$ cat src/rtl/memory_access_controller_pkg.sv
// Shared definitions for the memory access controller: FSM state encoding,
// parameter defaults and the latency counter width.
package memory_access_controller_pkg;

    localparam int unsigned DEFAULT_DATA_WIDTH   = 32;
    localparam int unsigned DEFAULT_READ_LATENCY = 1;
    localparam int unsigned CNT_W                = 4;

    typedef enum logic [1:0] {
        ST_IDLE  = 2'd0,
        ST_WRITE = 2'd1,
        ST_READ  = 2'd2,
        ST_DONE  = 2'd3
    } state_e;

    function automatic logic is_misaligned(input logic [1:0] lsb);
        return lsb != 2'b00;
    endfunction

endpackage

$ cat src/rtl/memory_access_controller_latency_counter.sv
// 4-bit load/decrement counter that times the READ phase; zero_o flags the
// last read cycle.
module latency_counter
    import memory_access_controller_pkg::*;
(
    input  logic             clk,
    input  logic             reset,
    input  logic             load_i,
    input  logic             en_i,
    input  logic [CNT_W-1:0] value_i,
    output logic             zero_o
);

    logic [CNT_W-1:0] count_q;

    always_ff @(posedge clk or negedge reset) begin
        if (!reset) begin
            count_q <= '0;
        end else if (load_i) begin
            count_q <= value_i;
        end else if (en_i && (count_q != '0)) begin
            count_q <= count_q - CNT_W'(1);
        end
    end

    assign zero_o = (count_q == '0);

endmodule

$ cat src/rtl/memory_access_controller.sv
// Multi-cycle memory access controller: accepts one load/fetch/store request
// at a time, drives the memory port and captures read data into IR or MDR.
module memory_access_controller
    import memory_access_controller_pkg::*;
#(
    parameter int unsigned DATA_WIDTH   = DEFAULT_DATA_WIDTH,
    parameter int unsigned READ_LATENCY = DEFAULT_READ_LATENCY
) (
    input  logic                  clk,
    input  logic                  reset,
    input  logic                  req_valid_i,
    output logic                  req_ready_o,
    input  logic                  req_write_i,
    input  logic                  req_fetch_i,
    input  logic [DATA_WIDTH-1:0] req_addr_i,
    input  logic [DATA_WIDTH-1:0] req_wdata_i,
    output logic                  mem_we_o,
    output logic [DATA_WIDTH-1:0] mem_addr_o,
    output logic [DATA_WIDTH-1:0] mem_wdata_o,
    input  logic [DATA_WIDTH-1:0] mem_rdata_i,
    output logic [DATA_WIDTH-1:0] ir_o,
    output logic [DATA_WIDTH-1:0] mdr_o,
    output logic                  done_o,
    output logic                  misaligned_o
);

    // Counter is loaded with LATENCY-1 so that zero marks the final READ cycle.
    localparam logic [CNT_W-1:0] LAT_LOAD = CNT_W'(READ_LATENCY - 1);

    state_e                state_q;
    logic [DATA_WIDTH-1:0] addr_q;
    logic [DATA_WIDTH-1:0] wdata_q;
    logic [DATA_WIDTH-1:0] ir_q;
    logic [DATA_WIDTH-1:0] mdr_q;
    logic                  write_q;
    logic                  fetch_q;
    logic                  we_q;
    logic                  done_q;
    logic                  mis_q;

    logic accept;
    logic aligned;
    logic cnt_load;
    logic cnt_en;
    logic cnt_zero;

    assign req_ready_o = (state_q == ST_IDLE) && reset;
    assign accept      = req_valid_i && req_ready_o;
    assign aligned     = !is_misaligned(req_addr_i[1:0]);
    assign cnt_load    = accept && aligned && !req_write_i;
    assign cnt_en      = (state_q == ST_READ) && !cnt_zero;

    latency_counter u_latency_counter (
        .clk     (clk),
        .reset   (reset),
        .load_i  (cnt_load),
        .en_i    (cnt_en),
        .value_i (LAT_LOAD),
        .zero_o  (cnt_zero)
    );

    always_ff @(posedge clk or negedge reset) begin
        if (!reset) begin
            state_q <= ST_IDLE;
            addr_q  <= '0;
            wdata_q <= '0;
            ir_q    <= '0;
            mdr_q   <= '0;
            write_q <= 1'b0;
            fetch_q <= 1'b0;
            we_q    <= 1'b0;
            done_q  <= 1'b0;
            mis_q   <= 1'b0;
        end else begin
            we_q   <= 1'b0;
            done_q <= 1'b0;
            mis_q  <= 1'b0;
            case (state_q)
                ST_IDLE: begin
                    if (accept) begin
                        addr_q  <= req_addr_i;
                        wdata_q <= req_wdata_i;
                        write_q <= req_write_i;
                        fetch_q <= req_fetch_i;
                        if (!aligned) begin
                            mis_q  <= 1'b1;
                            done_q <= 1'b1;
                        end else if (req_write_i) begin
                            state_q <= ST_WRITE;
                            we_q    <= 1'b1;
                            done_q  <= 1'b1;
                        end else begin
                            state_q <= ST_READ;
                        end
                    end
                end
                ST_WRITE: state_q <= ST_IDLE;
                ST_READ: begin
                    if (cnt_zero) begin
                        if (!write_q && fetch_q) begin
                            ir_q <= mem_rdata_i;
                        end else if (!write_q) begin
                            mdr_q <= mem_rdata_i;
                        end
                        done_q  <= 1'b1;
                        state_q <= ST_DONE;
                    end
                end
                ST_DONE: state_q <= ST_IDLE;
                default: state_q <= ST_IDLE;
            endcase
        end
    end

    assign mem_we_o     = we_q;
    assign mem_addr_o   = addr_q;
    assign mem_wdata_o  = wdata_q;
    assign ir_o         = ir_q;
    assign mdr_o        = mdr_q;
    assign done_o       = done_q;
    assign misaligned_o = mis_q;

endmodule
$ cat config.mk
export PLATFORM = sky130hd
export DESIGN_NAME = memory_access_controller
export DESIGN_NICKNAME = d
export VERILOG_FILES = /design/src/rtl/memory_access_controller_pkg.sv /design/src/rtl/memory_access_controller_latency_counter.sv /design/src/rtl/memory_access_controller.sv
export SDC_FILE = /design/constraint.sdc
export NUM_CORES = 1
export LEC_CHECK = 0
export CORE_UTILIZATION = 45
export CTS_CLUSTER_SIZE = 28
export DETAILED_ROUTE_END_ITERATION = 8
export HOLD_SLACK_MARGIN = 0.03
export PLACE_DENSITY = 0.89
export RECOVER_POWER = 100
export SYNTH_ARGS = -nofsm -noshare
export SYNTH_HDL_FRONTEND = slang
export SYNTH_SLANG_ARGS = --single-unit
$ cat constraint.sdc
create_clock -name clk -period 2.61 [get_ports clk]
set_input_delay 0.261 -clock clk [delete_from_list [all_inputs] [get_ports clk]]
set_output_delay 0.261 -clock clk [all_outputs]
set_load 0.05 [all_outputs]
After elaboration in Yosys (flattened, before gate mapping)
Cells that the tools add are included.

cells by class
  add/sub/neg operators = 1
  eq/ne operators = 6
  muxes and demuxes = 18
  bitwise logic cells = 2
  reduce and logical (&&, ||, !) cells = 21

operator list
  operator                                                               count
  1-bit 2-to-1 mux                                                       10
  2-bit 2-to-1 mux                                                       4
  4-bit 2-to-1 mux                                                       2
  1-bit logical AND                                                      7
  2-bit inequality test, second input constant                           3
  2-bit one-hot mux with 3 select lines                                  1
  3-bit AND reduction                                                    2
  2-bit equality test, second input constant                             2
  1-bit logical NOT                                                      4
  4-bit logical NOT                                                      1
  4-bit AND reduction                                                    1
  2-bit nonzero test                                                     2
  4-bit nonzero test                                                     1
  4-bit by 1-bit subtractor with 4-bit output, second input constant     1
  2-bit by 1-bit equality test with 1-bit output, second input constant  1
  2-bit logical NOT                                                      1
  1-bit NOT                                                              2
  1-bit one-hot mux with 2 select lines                                  1
  2-bit AND reduction                                                    1
  2-bit OR reduction                                                     1

storage, ports and cells
  bits in registers = 139

Logic depth before layout (Yosys ltp)
Gate-level depths: netlist of the first run.

  depth in word-level cells = 6
  depth in mapped cells = 6

Modules after synthesis
A second synthesis of the first run with hierarchy kept.

second synthesis, totals
  cells, all modules = 325
  area, all modules = 5584.1 sq um

by module, submodules not included
  module                    instances  cells each  area each (sq um)  sequential area each (sq um)
  memory_access_controller  1          298         5313.8             3378.2
  latency_counter           1          27          270.3              100.1

Worst setup path before layout of the first run
No wires, ideal clock.

  kind = flip-flop to output port
  from = register state_q[0]
  to = output req_ready_o
  arrival time = 1593 ps
  data required time = 2349 ps
  path slack = 756 ps
  cell stages (with the launch flop) = 2
  path buffers = 0
  cell sequence = dfrtp_1 > nor3b_1

on the way
  word-level cells in the longest chain between the ends = 2

ends and longest elaborated chain
  item                    line                            RTL
  start, declared         memory_access_controller.sv:30  state_e state_q;
  start signal, assigned  memory_access_controller.sv:64  state_q <= ST_IDLE;
  start signal, assigned  memory_access_controller.sv:89  state_q <= ST_WRITE;
  start signal, assigned  memory_access_controller.sv:93  state_q <= ST_READ;
  2-bit logical NOT       memory_access_controller.sv:47  assign req_ready_o = (state_q == ST_IDLE) && reset;
  1-bit logical AND       memory_access_controller.sv:47
  end, declared           memory_access_controller.sv:12  output logic req_ready_o,

Every way passes these cells.

Worst setup path after layout of the first run
  from = input reset
  to = output req_ready_o

on the way
  word-level cells in the longest chain between the ends = 1

ends and longest elaborated chain
  item               line                            RTL
  start, declared    memory_access_controller.sv:10  input logic reset,
  1-bit logical AND  memory_access_controller.sv:47

Every way passes these cells.

==> flow_summary.ini, run 1 <==
[status]
status = completed

[sta]
slew_headroom_pct = 26.7
rsz0062_at_grt = no
timing.hold.ws_ns = 0.304
fmax_mhz = 458
hold_violations = 0
maxSlewViolCount = 0
period_share_pct = 83.7
worst_clock_skew_ns = 0.00800
tns_ns = 0
finalWorstPathRequiredPeriod_ns = 2.18
tightestPinTransition_ns = 1.10
finalSetupViolations = 0

[clock_network]
clock_path_buffers = 2
root_buffer = clkbuf_16
cts_buffers = 17
clkSlewWorstSetupHoldPaths_ns = 0.06
clk_latency_ns = 0.41
clkSinkCount = 139
cts_tree = built
htreeDepth = 4
cts_setup_buffers = 0

[critical_path]
cp.arrival_ns = 1.92
cpPeakStageDelay_ns = 0.58
path_class = in -> out
cp-start-kind = input pin
critPathTopFamily = buffers and inverters
crit_chain = dlygate4sd3_1 -> buf_6 -> nor3b_1 -> clkbuf_1
cp.required_ns = 2.35
endpoint_kind = primary output
worst-path-buf-inv = 3
cpMaxStageDelayCell = dlygate4sd3_1
cp_max_fo = 22

[synth]
synth_area_leaders = dfrtp_1 65%, nand2_1 14%, mux2_2 7.2%
syn_nets = 564
ys_seq_elements = 139
synth_area_per_cell_sq_um = 11.5
seq_area_frac_synth_pct = 65.5
synth_cell_types = 28
yosys.area_share.simple_pct = 16.6
synth_largest_area_cell = dfrtp_1
yosys-mux-area-fraction_pct = 13.6
synth_top_family_by_area = simple AND/OR/NAND/NOR gates
netlist.area_leader.share_pct = 65.5
synth_fa_ha_area_share_pct = 0.471
synth_flop_cell = dfrtp_1
synth-xor-area-share_pct = 0
synthCells = 461
syn_area_sq_um = 5310
ys_async_sr_fraction_pct = 100
synth_compound_area_share_pct = 1.44
ys_warn_count = 0
synth_edf_count = 0

[global_route]
grt.met2_usage_pct = 39.4
grt_usage_pct = 24.0
grt-busiest-layer = met2
grt_max_degree = 78
gr-usage-met3_pct = 8.47
grt_pass1_vias = 4471
grt_pass1_wl_microns = 22700
grt-ovfl-total = 0
antenna_found_initial = 0
grtUsageMet1_pct = 28.1

[power_and_ir_drop]
p_leak_nw = 3.98
power_density_nw_per_um2 = 1590
vdd_drop_max_uv = 1240
finalPower_mw = 13.4

[drt]
wire_per_inst_microns = 16.4
ant_nets = 0
viasPerCell = 5.03
drt_iter0_drc = 186
drc = 0
wirelength_microns = 14000
firstDrtPassIters = 4
route.vias.total = 4287

[floorplanning]
start_util_pct = 46.3
fp-row-count = 39
die_w_microns = 111
coreArea_sq_um = 11500
ioPinCount = 233
die_h_microns = 111
die_area_sq_um = 12200

[placed_design]
gp_congestion = 0.789
placed_cell_area_sq_um = 7810
portBuffers = 232
dp_hpwl_microns = 9880

[job]
maxCapViolations = 0

[min_path]
hp-class = in -> async

[final_layout]
n_antenna_cell = 0
mostFrequentLayoutCells = 200 x nand2_1, 139 x dfrtp_1, 132 x dlygate4sd3_1
final_common_cell = nand2_1
nets = 801
fin_area_sq_um = 8430
drive_above_1_share_pct = 11.0
syn_to_final_growth_pct = 58.7
fin_util_pct = 73.5
through the flow:
step	cells	setup WS, ns
after CTS	853	0.575
after detailed placement	821	0.664
after global placement	821	0.790
final	853	0.426
after floorplan	461	0.756
after global routing	853	0.299
timing repair:
| action | in CTS | in global routing |
|---|---|---|
| hold endpoints to repair | 17 | 0 |
| resized for setup | 0 | 0 |
| hold buffers | 1 | 0 |
power breakdown:
part	switching, mW	internal, mW
registers	0.595	3.22
clock network	0.879	1.76
logic	4.88	2.08
path summary, 6_finish.rpt:
check / start / to / slack, ns / cells after the start
max: reset / req_ready_o / 0.43 / 4
min: reset / mem_addr_o[12]$_DFFE_PN0P_ / 0.30 / 2
max reg2reg: u_latency_counter.count_q[0]$_DFFE_PN0P_ / ir_o[17]$_DFFE_PN0P_ / 0.54 / 6
min reg2reg: mem_addr_o[31]$_DFFE_PN0P_ / mem_addr_o[31]$_DFFE_PN0P_ / 0.47 / 2
max in group asynchronous: reset / mdr_o[7]$_DFFE_PN0P_ / 0.99 / 3
min in group clk: req_addr_i[13] / mem_addr_o[13]$_DFFE_PN0P_ / 0.37 / 3
final cells by class:
class,count,area [sq um]
Clock inverter,11,191
Fill cell,729,3040
Multi-Input combinational cell,295,1710
Sequential cell,139,3480
Clock buffer,20,467
Tap cell,143,179
Inverter,5,18.8
Timing Repair Buffer,240,2380
cell usage after synthesis, drive strengths merged, types with 2 or more instances:
| master | number |
|---|---|
| nor3b | 2 |
| mux2 | 64 |
| nand3 | 2 |
| ha | 2 |
| clkbuf | 9 |
| inv | 5 |
| nor2 | 4 |
| o21ai | 2 |
| or3 | 3 |
| buf | 13 |
| a21oi | 5 |
| dfrtp | 139 |
| nand2 | 200 |
layer usage:
| metal | share of wire, % | wire (microns) |
|---|---|---|
| met5 | 0 | 0 |
| met4 | 2.8 | 391 |
| met3 | 7.1 | 987 |
| met2 | 50 | 7030 |
| met1 | 40 | 5570 |
cell families (layout without fill, tap and decap cells):
group	count (synthesis)	count (layout)
simple gates	217	217
flops	139	139
mux	64	64
buf+inv	27	276
compound gates	12	12
fa+ha+maj	2	2
registers in the layout, indices dropped and copies added, names as in the netlist, 2 cells and up:
signal                     count
ir_o                          32
mdr_o                         32
mem_addr_o                    32
mem_wdata_o                   32
u_latency_counter.count_q      4
state_q                        2
No activity file was read; power rests on OpenSTA's default activity.
==> run 2: changes to the inputs <==
--- a/config.mk
+++ b/config.mk
@@ -5,11 +5,11 @@
 export SDC_FILE = /design/constraint.sdc
 export NUM_CORES = 1
 export LEC_CHECK = 0
-export CORE_UTILIZATION = 45
+export CORE_UTILIZATION = 38
 export CTS_CLUSTER_SIZE = 28
 export DETAILED_ROUTE_END_ITERATION = 8
 export HOLD_SLACK_MARGIN = 0.03
-export PLACE_DENSITY = 0.89
+export PLACE_DENSITY = 0.8
 export RECOVER_POWER = 100
 export SYNTH_ARGS = -nofsm -noshare
 export SYNTH_HDL_FRONTEND = slang
==> constraint.sdc (replaced) <==
create_clock -name clk -period 1.8 [get_ports clk]
set_input_delay 0.18 -clock clk [delete_from_list [all_inputs] [get_ports clk]]
set_output_delay 0.18 -clock clk [all_outputs]
set_load 0.05 [all_outputs]
==> flow_summary.ini, run 2 (synthesis results as in run 1) <==
[sta]
slew_headroom_pct = 30.8
worst_clock_skew_ns = 0.00401
fmax_mhz = 557
hold_violations = 0
finalSetupViolations = 0
finalWorstPathRequiredPeriod_ns = 1.79
period_share_pct = 99.7
tightestPinTransition_ns = 1.04
timing.hold.ws_ns = 0.211
maxSlewViolCount = 0
rsz0062_at_grt = yes

[placed_design]
portBuffers = 232
dp_hpwl_microns = 9450
gp_congestion = 0.774
placed_cell_area_sq_um = 7900

[floorplanning]
fp-row-count = 42
die_w_microns = 120
die_h_microns = 120
die_area_sq_um = 14500
ioPinCount = 233
start_util_pct = 39.5
coreArea_sq_um = 13500

[job]
maxCapViolations = 0

[critical_path]
cp.required_ns = 2.09
r2r_slack_ns = 0.005
cp-start-kind = flop
setup.worst_path.start = u_latency_counter.count_q[0]$_DFFE_PN0P_
r2r_cells = 6
cp.arrival_ns = 2.08
worstReg2RegEnd = ir_o[14]$_DFFE_PN0P_
endpoint_kind = flop
cp_max_fo = 8
path_class = reg -> reg
r2r-start = u_latency_counter.count_q[0]$_DFFE_PN0P_

[final_layout]
n_antenna_cell = 0
n_fill_cell = 1094
final_common_cell = nand2_1
nets = 809
syn_to_final_growth_pct = 57.4
fin_area_sq_um = 8360
drive_above_1_share_pct = 16.1
mostFrequentLayoutCells = 200 x nand2_1, 170 x clkdlybuf4s50_1, 139 x dfrtp_1

[drt]
drt_iter0_drc = 126
drc = 0
ant_nets = 0
firstDrtPassIters = 4
wirelength_microns = 14500
route.vias.total = 4214
viasPerCell = 4.71
wire_per_inst_microns = 16.2

[global_route]
grt-ovfl-total = 0
antenna_found_initial = 0
grt_pass1_vias = 4375
grt_pass1_wl_microns = 21400
grt_max_degree = 120
grt_usage_pct = 19.3

[clock_network]
clkSinkCount = 139
clkSlewWorstSetupHoldPaths_ns = 0.06
htreeDepth = 4
clk_latency_ns = 0.41
clock_path_buffers = 2
cts_tree = built
cts_buffers = 17
root_buffer = clkbuf_16

[status]
status = completed

[min_path]
hp-class = in -> async
-- run 2: how the worst max path moves through the flow --
stage               slack, ns                   end  cells after the start
floorplan                0.03           req_ready_o                      1
global placement         0.14  ir_o[10]$_DFFE_PN0P_                      6
detailed placement       0.06   ir_o[5]$_DFFE_PN0P_                      6
CTS                     0.001              ir_o[16]                      1
global route            -0.06  ir_o[23]$_DFFE_PN0P_                      6
finish                  0.005  ir_o[14]$_DFFE_PN0P_                      6
-- run 2: through the flow --
step / util [%] / instances / setup TNS (ns) / setup WS, ns
floorplan: - / 461 / 0 / 0.0269
global placement: 58.7 / 856 / 0 / 0.137
detailed placement: 58.7 / 856 / 0 / 0.0626
CTS: 63.4 / 889 / 0 / 0.00103
global route: 62.2 / 895 / -1.10 / -0.0564
finish: 62.2 / 895 / 0 / 0.00531
-- run 2: worst max-delay path: stages (launching register included) --
cell	delay [ns]
dfrtp_1	0.40
inv_2	0.09
ha_4	0.13
nor3b_4	0.28
nand4b_4	0.22
clkbuf_16	0.24
mux2_4	0.31
-- run 2: per-layer routing --
metal	wire length, microns	global-route usage, %
met1	5990	22.5
met2	7220	32.1
met3	1150	7.64
met4	178	7.33
met5	0	0
-- run 2: area by class of cell --
class	instances	area, sq um	area share [%]
Clock buffer	22	494	5.91
Clock inverter	10	136	1.63
Inverter	5	18.8	0.224
Multi-Input combinational cell	295	1830	21.9
Sequential cell	139	3480	41.6
Tap cell	176	220	2.63
Timing Repair Buffer	248	2180	26.1
-- run 2: what timing repair did --
action                     CTS  global route
cloned                       0             3
pin swaps                    0             2
setup buffers                0             3
hold buffers                 1             0
hold endpoints to repair    20             0
gates resized for setup      4            85
setup endpoints to repair    4            81
Power of run 2 is left out: the tool's default activity adds up to more than one toggle a clock period on the data nets, which glitch-free logic cannot reach.
